`src/rtl/fwd_pkg.sv`:
```
// Shared types and helpers for the forwarding / hazard unit.
// Holds the long-op tracker state encoding and the forward-select width function.
package fwd_pkg;

  typedef enum logic [1:0] {
    IDLE = 2'd0,
    BUSY = 2'd1,
    DONE = 2'd2
  } long_state_e;

  // Select code 0 means register file, k+1 means stage k.
  function automatic int selw(input int nstage);
    return $clog2(nstage + 1);
  endfunction

endpackage

```
`src/rtl/fwd_src_select.sv`:
```
// Per-operand forwarding priority select.
// The youngest matching stage wins; a matching stage without ready data blocks older stages.
module fwd_src_select #(
  parameter int AW     = 5,
  parameter int NSTAGE = 2,
  parameter int SELW   = 2
) (
  input  logic [AW-1:0]        src_addr,
  input  logic [NSTAGE-1:0]    stg_wr_en,
  input  logic [NSTAGE*AW-1:0] stg_wr_addr,
  input  logic [NSTAGE-1:0]    stg_data_rdy,
  output logic [SELW-1:0]      sel
);

  // Walk oldest to youngest so the youngest match overrides.
  always_comb begin
    sel = '0;
    for (int k = NSTAGE - 1; k >= 0; k--) begin
      if (stg_wr_en[k] && (src_addr != '0) && (stg_wr_addr[k*AW +: AW] == src_addr)) begin
        sel = stg_data_rdy[k] ? SELW'(k + 1) : '0;
      end
    end
  end

endmodule

```
`src/rtl/fwd_hazard_unit.sv`:
```
// Operand forwarding, load-use and long-latency hazard detection for an in-order pipeline.
// Also tracks one outstanding long-latency op and counts stall cycles.
module fwd_hazard_unit
  import fwd_pkg::*;
#(
  parameter int AW       = 5,
  parameter int NSRC     = 2,
  parameter int NSTAGE   = 2,
  parameter int LONG_LAT = 4,
  localparam int SELW    = selw(NSTAGE)
) (
  input  logic                 clk,
  input  logic                 rst,
  input  logic [NSRC*AW-1:0]   ex_src_addr,
  input  logic [NSRC*AW-1:0]   id_src_addr,
  input  logic [NSRC-1:0]      id_src_used,
  input  logic [NSTAGE-1:0]    stg_wr_en,
  input  logic [NSTAGE*AW-1:0] stg_wr_addr,
  input  logic [NSTAGE-1:0]    stg_data_rdy,
  input  logic                 ex_is_load,
  input  logic [AW-1:0]        ex_wr_addr,
  input  logic                 id_long_issue,
  input  logic [AW-1:0]        id_wr_addr,
  input  logic                 flush,
  output logic [NSRC*SELW-1:0] fwd_sel,
  output logic                 stall,
  output logic                 long_wb_valid,
  output logic [AW-1:0]        long_wb_addr,
  output logic                 long_busy,
  output logic [15:0]          stall_cnt
);

  localparam int CW = (LONG_LAT > 2) ? $clog2(LONG_LAT - 1) : 1;

  long_state_e   state_q, state_d;
  logic [CW-1:0] cnt_q, cnt_d;
  logic [AW-1:0] dest_q, dest_d;
  logic [15:0]   stall_cnt_q;

  logic load_use, long_raw, long_waw, long_struct, tracking, accept;

  for (genvar gi = 0; gi < NSRC; gi++) begin : g_src
    fwd_src_select #(.AW(AW), .NSTAGE(NSTAGE), .SELW(SELW)) u_sel (
      .src_addr     (ex_src_addr[gi*AW +: AW]),
      .stg_wr_en    (stg_wr_en),
      .stg_wr_addr  (stg_wr_addr),
      .stg_data_rdy (stg_data_rdy),
      .sel          (fwd_sel[gi*SELW +: SELW])
    );
  end

  // Tracker terms vanish in reset because the state register is already IDLE.
  always_comb begin
    tracking    = (state_q == BUSY) || (state_q == DONE);
    load_use    = 1'b0;
    long_raw    = 1'b0;
    for (int i = 0; i < NSRC; i++) begin
      if (id_src_used[i] && ex_is_load && (ex_wr_addr != '0) &&
          (id_src_addr[i*AW +: AW] == ex_wr_addr))
        load_use = 1'b1;
      if (id_src_used[i] && tracking && (dest_q != '0) &&
          (id_src_addr[i*AW +: AW] == dest_q))
        long_raw = 1'b1;
    end
    long_waw    = tracking && id_long_issue && (dest_q != '0) && (id_wr_addr == dest_q);
    long_struct = (state_q == BUSY) && id_long_issue;
    stall       = !flush && (load_use || long_raw || long_waw || long_struct);
    accept      = (state_q != BUSY) && id_long_issue && !stall && !flush;
  end

  always_comb begin
    state_d = state_q;
    cnt_d   = cnt_q;
    dest_d  = dest_q;
    unique case (state_q)
      BUSY: begin
        if (cnt_q == '0) state_d = DONE;
        else             cnt_d   = cnt_q - 1'b1;
      end
      default: begin
        if (accept) begin
          state_d = BUSY;
          cnt_d   = CW'(LONG_LAT - 2);
          dest_d  = id_wr_addr;
        end else begin
          state_d = IDLE;
        end
      end
    endcase
  end

  always_ff @(posedge clk or posedge rst) begin
    if (rst) begin
      state_q     <= IDLE;
      cnt_q       <= '0;
      dest_q      <= '0;
      stall_cnt_q <= '0;
    end else begin
      state_q <= state_d;
      cnt_q   <= cnt_d;
      dest_q  <= dest_d;
      if (stall && (stall_cnt_q != 16'hFFFF))
        stall_cnt_q <= stall_cnt_q + 16'd1;
    end
  end

  assign long_wb_valid = (state_q == DONE);
  assign long_wb_addr  = long_wb_valid ? dest_q : '0;
  assign long_busy     = (state_q != IDLE);
  assign stall_cnt     = stall_cnt_q;

endmodule

```
`config.mk`:
```
export PLATFORM = sky130hd
export DESIGN_NAME = fwd_hazard_unit
export DESIGN_NICKNAME = d
export VERILOG_FILES = /design/src/rtl/fwd_pkg.sv /design/src/rtl/fwd_src_select.sv /design/src/rtl/fwd_hazard_unit.sv
export SDC_FILE = /design/constraint.sdc
export NUM_CORES = 1
export LEC_CHECK = 0
export BUFFER_PORTS_ARGS = -buffer_cell sky130_fd_sc_hd__buf_2
export CAP_MARGIN = 20
export CORE_MARGIN = 2
export CORE_UTILIZATION = 31
export DETAILED_ROUTE_END_ITERATION = 16
export PLACE_DENSITY = 0.63
export SYNTH_ARGS = -nofsm -noshare
export SYNTH_HDL_FRONTEND = slang
export SYNTH_SLANG_ARGS = --single-unit
```
`constraint.sdc`:
```
create_clock -name clk -period 4.6 [get_ports clk]
set_input_delay 0.46 -clock clk [delete_from_list [all_inputs] [get_ports clk]]
set_output_delay 0.46 -clock clk [all_outputs]
set_load 0.005 [all_outputs]
```
# After elaboration in Yosys (flattened, before gate mapping)
# Cells that the tools add are included.
# Widths: inputs -> output; s select.
# totals
regBits	25
output_inout_bits	28
# op_classes
n_addsub	2
n_eq_ne	15
mux	17
bitwise	1
n_reduce_logical	44
# op_table
operator	count
$eq 5x5->1	9
$logic_and 1x1->1	29
$mux 2	10
$reduce_bool 5->1	4
$add 16x1->16 const B	1
$ne 16x16->1 const B	1
$mux 1	6
$mux 5	1
$logic_or 1x1->1	4
$ne 2x1->1 const B	2
$reduce_and 2->1	2
$reduce_bool 2->1	2
$eq 2x1->1 const B	1
$eq 2x2->1 const B	1
$logic_not 1->1	2
$logic_not 2->1	1
$ne 2x2->1 const B	1
$sub 2x1->2 const B	1
$not 1->1	1

# Logic depth before layout (Yosys ltp)
# Gate-level depths: netlist of run 1.
# logic_depth
word_depth	16
mapped_depth	9

# Cells and area by module
# From an unflattened synthesis of run 1, not the netlist that was laid out.
# unflattened
cells_unflattened	191
hier_area_um2	1871.8
# modules_own_cells
mod	n_inst	cells_per_inst	area_each_um2	seq_area_each_um2
fwd_hazard_unit	1	155	1554.0	625.6
fwd_src_select	2	18	158.9	0.0

# Least setup slack after synthesis of run 1
# OpenSTA, ideal clock, no wires.
# synth_path
kind	input to output
from	input ex_wr_addr[2]
to	output stall
arrival_time_ns	1.688
required_ns	4.140
setup_slack_ns	2.452
path_stages	6
n_path_buf	1
cell_sequence	xor2_1 nor4_1 and3_1 o221ai_1 a31oi_4 buf_6
# synth_via
elab_chain_cells	9
# synth_lines
element	line	text
start: declaration	fwd_hazard_unit.sv:21	input logic [AW-1:0] ex_wr_addr,
$reduce_bool 5->1	fwd_hazard_unit.sv:58	if (id_src_used[i] && ex_is_load && (ex_wr_addr != '0) &&
$logic_and 1x1->1 (2 in a row)	fwd_hazard_unit.sv:58	
$mux 1	fwd_hazard_unit.sv:58	
$mux 1 (*)	fwd_hazard_unit.sv:58	
$logic_or 1x1->1 (*) (3 in a row)	fwd_hazard_unit.sv:67	stall = !flush && (load_use || long_raw || long_waw || long_struct);
$logic_and 1x1->1 (*)	fwd_hazard_unit.sv:67	
end: declaration	fwd_hazard_unit.sv:26	output logic stall,
# Every way passes the cells marked *; elsewhere a longest branch is shown, timed or not.

# Worst setup path after layout of run 1
# layout_path
from	register dest_q[3]
to	output stall
# layout_via
elab_chain_cells	9
# layout_lines
element	line	text
start: declaration	fwd_hazard_unit.sv:37	logic [AW-1:0] dest_q, dest_d;
start signal: assignment	fwd_hazard_unit.sv:101	dest_q <= dest_d;
$reduce_bool 5->1	fwd_hazard_unit.sv:61, fwd_hazard_unit.sv:65	
$logic_and 1x1->1 (2 in a row)	fwd_hazard_unit.sv:61	if (id_src_used[i] && tracking && (dest_q != '0) &&
$mux 1 (2 in a row)	fwd_hazard_unit.sv:61	
$logic_or 1x1->1	fwd_hazard_unit.sv:67	
$logic_or 1x1->1 (*) (2 in a row)	fwd_hazard_unit.sv:67	
$logic_and 1x1->1 (*)	fwd_hazard_unit.sv:67	
# Marked as above.

==> impl_metrics.json, run 1 <==
{
  "status": "finished, final reports clean",
  "ys_top_cells_by_area": "dfrtp_1, xnor2_1, xor2_1",
  "worst-r2r-cell-count": 7,
  "gp_congestion": 0.8931,
  "cts_tree": "done",
  "htree_num_levels": 1,
  "clock_latency_ns": 0.27,
  "met1_length_um": 1839,
  "synth_top_area_share": 0.3274,
  "hold_viol": 0,
  "dp_worst_setup_slack_ns": 1.918,
  "rrSetupSlack_ns": 2.15,
  "grt_pass1_wl_um": 7093,
  "setup_ws_ns": 1.785,
  "cts_buffer_depth": 2,
  "worstPathRequired_ns": 4.14,
  "grt_pass1_vias": 1569,
  "yosysWarnings": 0,
  "drtPass1Iterations": 4,
  "grt_setup_unrepaired": "no",
  "cp_max_fo": 16,
  "critPathKind": "reg2out",
  "core_area_um2": 5956,
  "synth_nets": 242,
  "async_flop_share": 1.000,
  "r2r_start": "dest_q[3]",
  "nets": 320,
  "grt_overflow": 0,
  "cts_resized": 0,
  "cts_buffers": 3,
  "num_vias": 1602,
  "syn-cell-area_um2": 1911,
  "worstPathArrival_ns": 2.35,
  "cp-end-kind": "output port",
  "fmax_mhz": 355.3,
  "synth_ff_type": "dfrtp_1",
  "syn-mean-instance-area_um2": 10.27,
  "rows": 28,
  "dpl.cell_count": 334,
  "skew_ns": 0.005858,
  "wire_per_inst_um": 12.55,
  "yosysSeqAreaShare": 0.3274,
  "yosysMostFrequentCell": "xnor2_1",
  "startpoint_type": "register",
  "root_buffer": "clkbuf_8",
  "drc": 0,
  "antenna_cells": 0,
  "synth_cell_type_count": 34,
  "grt_usage": 0.1316,
  "drt_iter0_markers": 36,
  "ant_nets": 0,
  "wl_met2_um": 2138,
  "max_slew.worst_pin.slew_ns": 0.9384,
  "die_w_um": 82.51,
  "synth_edf_count": 0,
  "postCtsSetupBuffers": 0,
  "drt-total-wl_um": 4243,
  "finalCriticalPeriod_ns": 2.815,
  "syn_to_final_growth_pct": 25.61,
  "finalSetupViolations": 0,
  "ys_seq_elements": 25,
  "fin_crit_sh": 0.6119,
  "irDropWorstVdd_mv": 0.1109,
  "die_h_um": 82.51,
  "r2r-end": "stall_cnt[1]",
  "highest-signal-layer": "met4",
  "dieArea_um2": 6807,
  "syn_inst": 186,
  "vias_per_cell": 4.740,
  "ios": 79,
  "fin_cells": 338,
  "initial_utilization": 0.3208,
  "yosys.area.top_type": "dfrtp_1",
  "power.leakage_nw": 1.148,
  "hold_path.class": "in2async",
  "fin_setup_tns_ns": 0,
  "relSlewSlack": 0.3737,
  "grt_max_degree": 26,
  "path_clk_slew_ns": 0.09,
  "hold_buffers": 0,
  "wl_met3_um": 190,
  "yosys-top-cells-count": "xnor2_1, dfrtp_1, xor2_1",
  "final_layout_size_suffix_gt1_frac": 0.3878,
  "portBuffers": 78,
  "p_per_area_nw_per_um2": 273.0,
  "dp_hpwl_um": 3479,
  "maxSlewViolCount": 0,
  "antenna_found_initial": 0,
  "clkSinkCount": 25,
  "maxCapViolCount": 0
}
==> critical path, cell delays in order, from the launching register on <==
cell	delay, ns
dfrtp_1	0.46
xor2_1	0.19
nor4_1	0.32
nand3_1	0.12
a31o_2	0.28
a31oi_4	0.49
buf_2	0.22
==> cell usage in the layout (no fill, tap or decap), types with 2 or more instances in the layout <==
cell type	count
and2_1	9
and3_1	9
buf_2	78
clkbuf_8	3
dfrtp_1	25
ha_1	5
inv_1	7
mux2_2	5
nand2_1	6
nand3_1	6
nand3_2	7
nand4_1	8
nor2_1	4
nor2b_1	2
nor4_1	9
or4_1	4
xnor2_1	35
xor2_1	24
==> report_power, final <==
group	leakage, nW	internal, W	switching (W)
clock	0.0217	0.0000613	0.0000701
sequential	0.326	0.000257	0.0000509
combinational	0.801	0.000115	0.000101
==> area by class of cell <==
type / count / area (µm²)
clock buffer: 3 / 41.29
clock inverter: 1 / 7.507
fill: 596 / 3556
inverter: 7 / 26.28
multi-input combinational: 149 / 1215
sequential: 25 / 625.6
tap: 75 / 93.84
timing repair buffer: 78 / 390.4
==> metrics by stage <==
| stage | total power, W | util | hold WS, ns | instance area [µm²] |
|---|---|---|---|---|
| 2_1_floorplan | 0.0004543 | - | 0.4482 | 1911 |
| 3_3_place_gp | 0.0005248 | 0.3947 | 0.4677 | 2351 |
| 3_5_place_dp | 0.0005305 | 0.3947 | 0.4764 | 2351 |
| 4_1_cts | 0.0006669 | 0.4029 | 0.4072 | 2400 |
| 5_1_grt | 0.0007111 | 0.4029 | 0.4516 | 2400 |
| 6_report | 0.0006550 | 0.4029 | 0.3895 | 2400 |
==> kinds of logic (layout without fill, tap and decap cells) <==
group / count (synthesis) / in the layout / share of synthesized area
buffers and inverters: 12 / 89 / 0.03667
flip-flops: 25 / 25 / 0.3274
multiplexers: 7 / 7 / 0.04060
AO/OA/AOI/OAI: 6 / 6 / 0.03078
AND/OR/NAND/NOR: 71 / 71 / 0.2528
XOR/XNOR: 60 / 60 / 0.2790
adder cells (fa/ha/maj): 5 / 5 / 0.03274
==> layer usage <==
metal | track usage | vias up
met1 | 0.1649 | 751
met3 | 0.01739 | 6
met2 | 0.2298 | 40
met5 | 0 | -
li1 | - | 805
met4 | 0.04918 | 0
==> how the worst max path moves through the flow <==
stage                       start     to  slack [ns]
CTS                     dest_q[3]  stall        1.77
floorplan           ex_wr_addr[2]  stall        2.45
global placement    ex_wr_addr[2]  stall        1.93
global route            dest_q[3]  stall        1.60
finish                  dest_q[3]  stall        1.79
detailed placement  ex_wr_addr[2]  stall        1.92
==> registers in the layout (all words and copies together) (netlist names) <==
register   count
state_q        2
stall_cnt     16
dest_q         5
cnt_q          2
No activity file was read; power rests on OpenSTA's default activity.
==> run 2: changes to the inputs <==
--- a/config.mk
+++ b/config.mk
@@ -10,7 +10,7 @@
 export CORE_MARGIN = 2
 export CORE_UTILIZATION = 31
 export DETAILED_ROUTE_END_ITERATION = 16
-export PLACE_DENSITY = 0.63
+export PLACE_DENSITY = 0.65
 export SYNTH_ARGS = -nofsm -noshare
 export SYNTH_HDL_FRONTEND = slang
 export SYNTH_SLANG_ARGS = --single-unit
==> constraint.sdc (replaced) <==
create_clock -name clk -period 2.57 [get_ports clk]
set_input_delay 0.257 -clock clk [delete_from_list [all_inputs] [get_ports clk]]
set_output_delay 0.257 -clock clk [all_outputs]
set_load 0.005 [all_outputs]
==> impl_metrics.json, run 2 (synthesis results as in run 1) <==
{
  "fin_setup_tns_ns": 0,
  "status": "finished, violations left",
  "startpoint_type": "register",
  "nets": 323,
  "placed_area_um2": 2366,
  "cp-end-kind": "output port",
  "layout_common_cells": "buf_2, xnor2_1, dfrtp_1, xor2_1",
  "critPathSlowestCell": "dfrtp_1",
  "drtPass1Iterations": 4,
  "initial_utilization": 0.3208,
  "hold_buffers": 0,
  "irDropWorstVdd_mv": 0.2521,
  "fin_cells": 341,
  "rows": 28,
  "hold_viol": 4,
  "largest_register_ffs": 16,
  "ant_nets": 0,
  "fin_crit_sh": 0.9404,
  "worstPathArrival_ns": 2.16,
  "grt_setup_unrepaired": "no",
  "critPathKind": "reg2out",
  "maxCapViolCount": 0,
  "power.leakage_nw": 1.166,
  "final_layout_size_suffix_gt1_frac": 0.3947,
  "dpl.cell_count": 336,
  "cp_top_family": "flip-flops",
  "fmax_mhz": 413.8,
  "final_common_cell": "buf_2",
  "hold_ws_ns": -0.003004,
  "met1_length_um": 2026,
  "root_buffer": "clkbuf_8",
  "dp_worst_setup_slack_ns": 0.3427,
  "die_w_um": 82.51,
  "postCtsSetupBuffers": 0,
  "worst-r2r-cell-count": 8,
  "relSlewSlack": 0.6509,
  "drc": 0,
  "grt_usage": 0.1270,
  "max_slew.worst_pin.slew_ns": 0.5230,
  "ios": 79,
  "portBuffers": 78,
  "path_cells": "xor2_1 -> nor4_1 -> nand3_1 -> a31o_2 -> a31oi_4 -> buf_4 -> buf_2",
  "grt_overflow": 0,
  "cts_buffers": 3,
  "highest-signal-layer": "met4",
  "grt_max_degree": 26,
  "maxSlewViolCount": 0,
  "clkSinkCount": 25,
  "final_area_um2": 2430,
  "core_area_um2": 5956,
  "worstPathRequired_ns": 2.31,
  "wire_per_inst_um": 13.20,
  "hold_path.class": "in2async",
  "finalSetupViolations": 0,
  "syn_to_final_growth_pct": 27.18,
  "antenna_found_initial": 0,
  "finalCriticalPeriod_ns": 2.417,
  "wl_met2_um": 2174,
  "dieArea_um2": 6807,
  "cts_buffer_depth": 2,
  "dp_hpwl_um": 3721,
  "cts_resized": 0,
  "drt_iter0_markers": 30,
  "cts_tree": "done",
  "htree_num_levels": 1,
  "fill_cells": 621,
  "grt_pass1_vias": 1578,
  "cp_num_buf_inv": 2,
  "antenna_cells": 0,
  "vias_per_cell": 4.836,
  "wl_met3_um": 254,
  "crit_cells": 7,
  "gp_congestion": 0.7501,
  "clock_latency_ns": 0.28,
  "skew_ns": 0.006000,
  "num_vias": 1649,
  "critPathMaxStageDelay_ns": 0.47,
  "setup_ws_ns": 0.1531,
  "p_per_area_nw_per_um2": 490.1,
  "die_h_um": 82.51,
  "violations": "negative hold slack",
  "grt_pass1_wl_um": 6768,
  "drt-total-wl_um": 4501,
  "path_clk_slew_ns": 0.09,
  "cp_max_fo": 7
}
## run 2: cell types whose count changed in the layout (fill, tap and decap cells not counted)
cell	change
buf_8	+1
buf_4	+2
## run 2: path summary, 6_finish.rpt
kind                               start           end  slack (ns)
max                            dest_q[3]         stall        0.15
min                                  rst  stall_cnt[8]      -0.003
max reg2reg                    dest_q[3]  stall_cnt[1]        0.31
min reg2reg                     cnt_q[0]      cnt_q[0]        0.49
max in group asynchronous            rst      cnt_q[1]        2.11
min in group clk           id_wr_addr[1]     dest_q[1]        0.24
## run 2: routing by layer
layer | global-route usage | up-vias
met5 | 0 | -
met4 | 0.03443 | 0
met3 | 0.01522 | 5
met2 | 0.2274 | 50
met1 | 0.1606 | 782
li1 | - | 812
## run 2: through the flow
step	power, W	util
final	0.001191	0.4080
after global routing	0.001282	0.4080
after CTS	0.001206	0.4055
after floorplan	0.0008132	-
after detailed placement	0.0009564	0.3973
after global placement	0.0009461	0.3973
## run 2: worst register-to-register path, stage by stage (launching register included)
cell and delay [ns]:
dfrtp_1 0.47, xor2_1 0.19, nor4_1 0.34, nand3_1 0.12, a31o_2 0.28, a31oi_4 0.17, buf_4 0.20, nand2_2 0.07
mux2_1 0.31
## run 2: final cells by class
class / instances / area (µm²) / share of cell area
clock buffers: 3 / 41.29 / 0.01699
multi-input cells: 149 / 1215 / 0.5000
clock inverters: 1 / 7.507 / 0.003090
repair buffers: 81 / 420.4 / 0.1730
inverters: 7 / 26.28 / 0.01081
well taps: 75 / 93.84 / 0.03862
flip-flops and latches: 25 / 625.6 / 0.2575
## run 2: power breakdown
part           leakage [nW]  internal, W  total (W)  switching, W
sequential            0.326     0.000461   0.000553     0.0000925
clock                0.0217     0.000110   0.000243      0.000133
combinational         0.819     0.000211   0.000394      0.000183
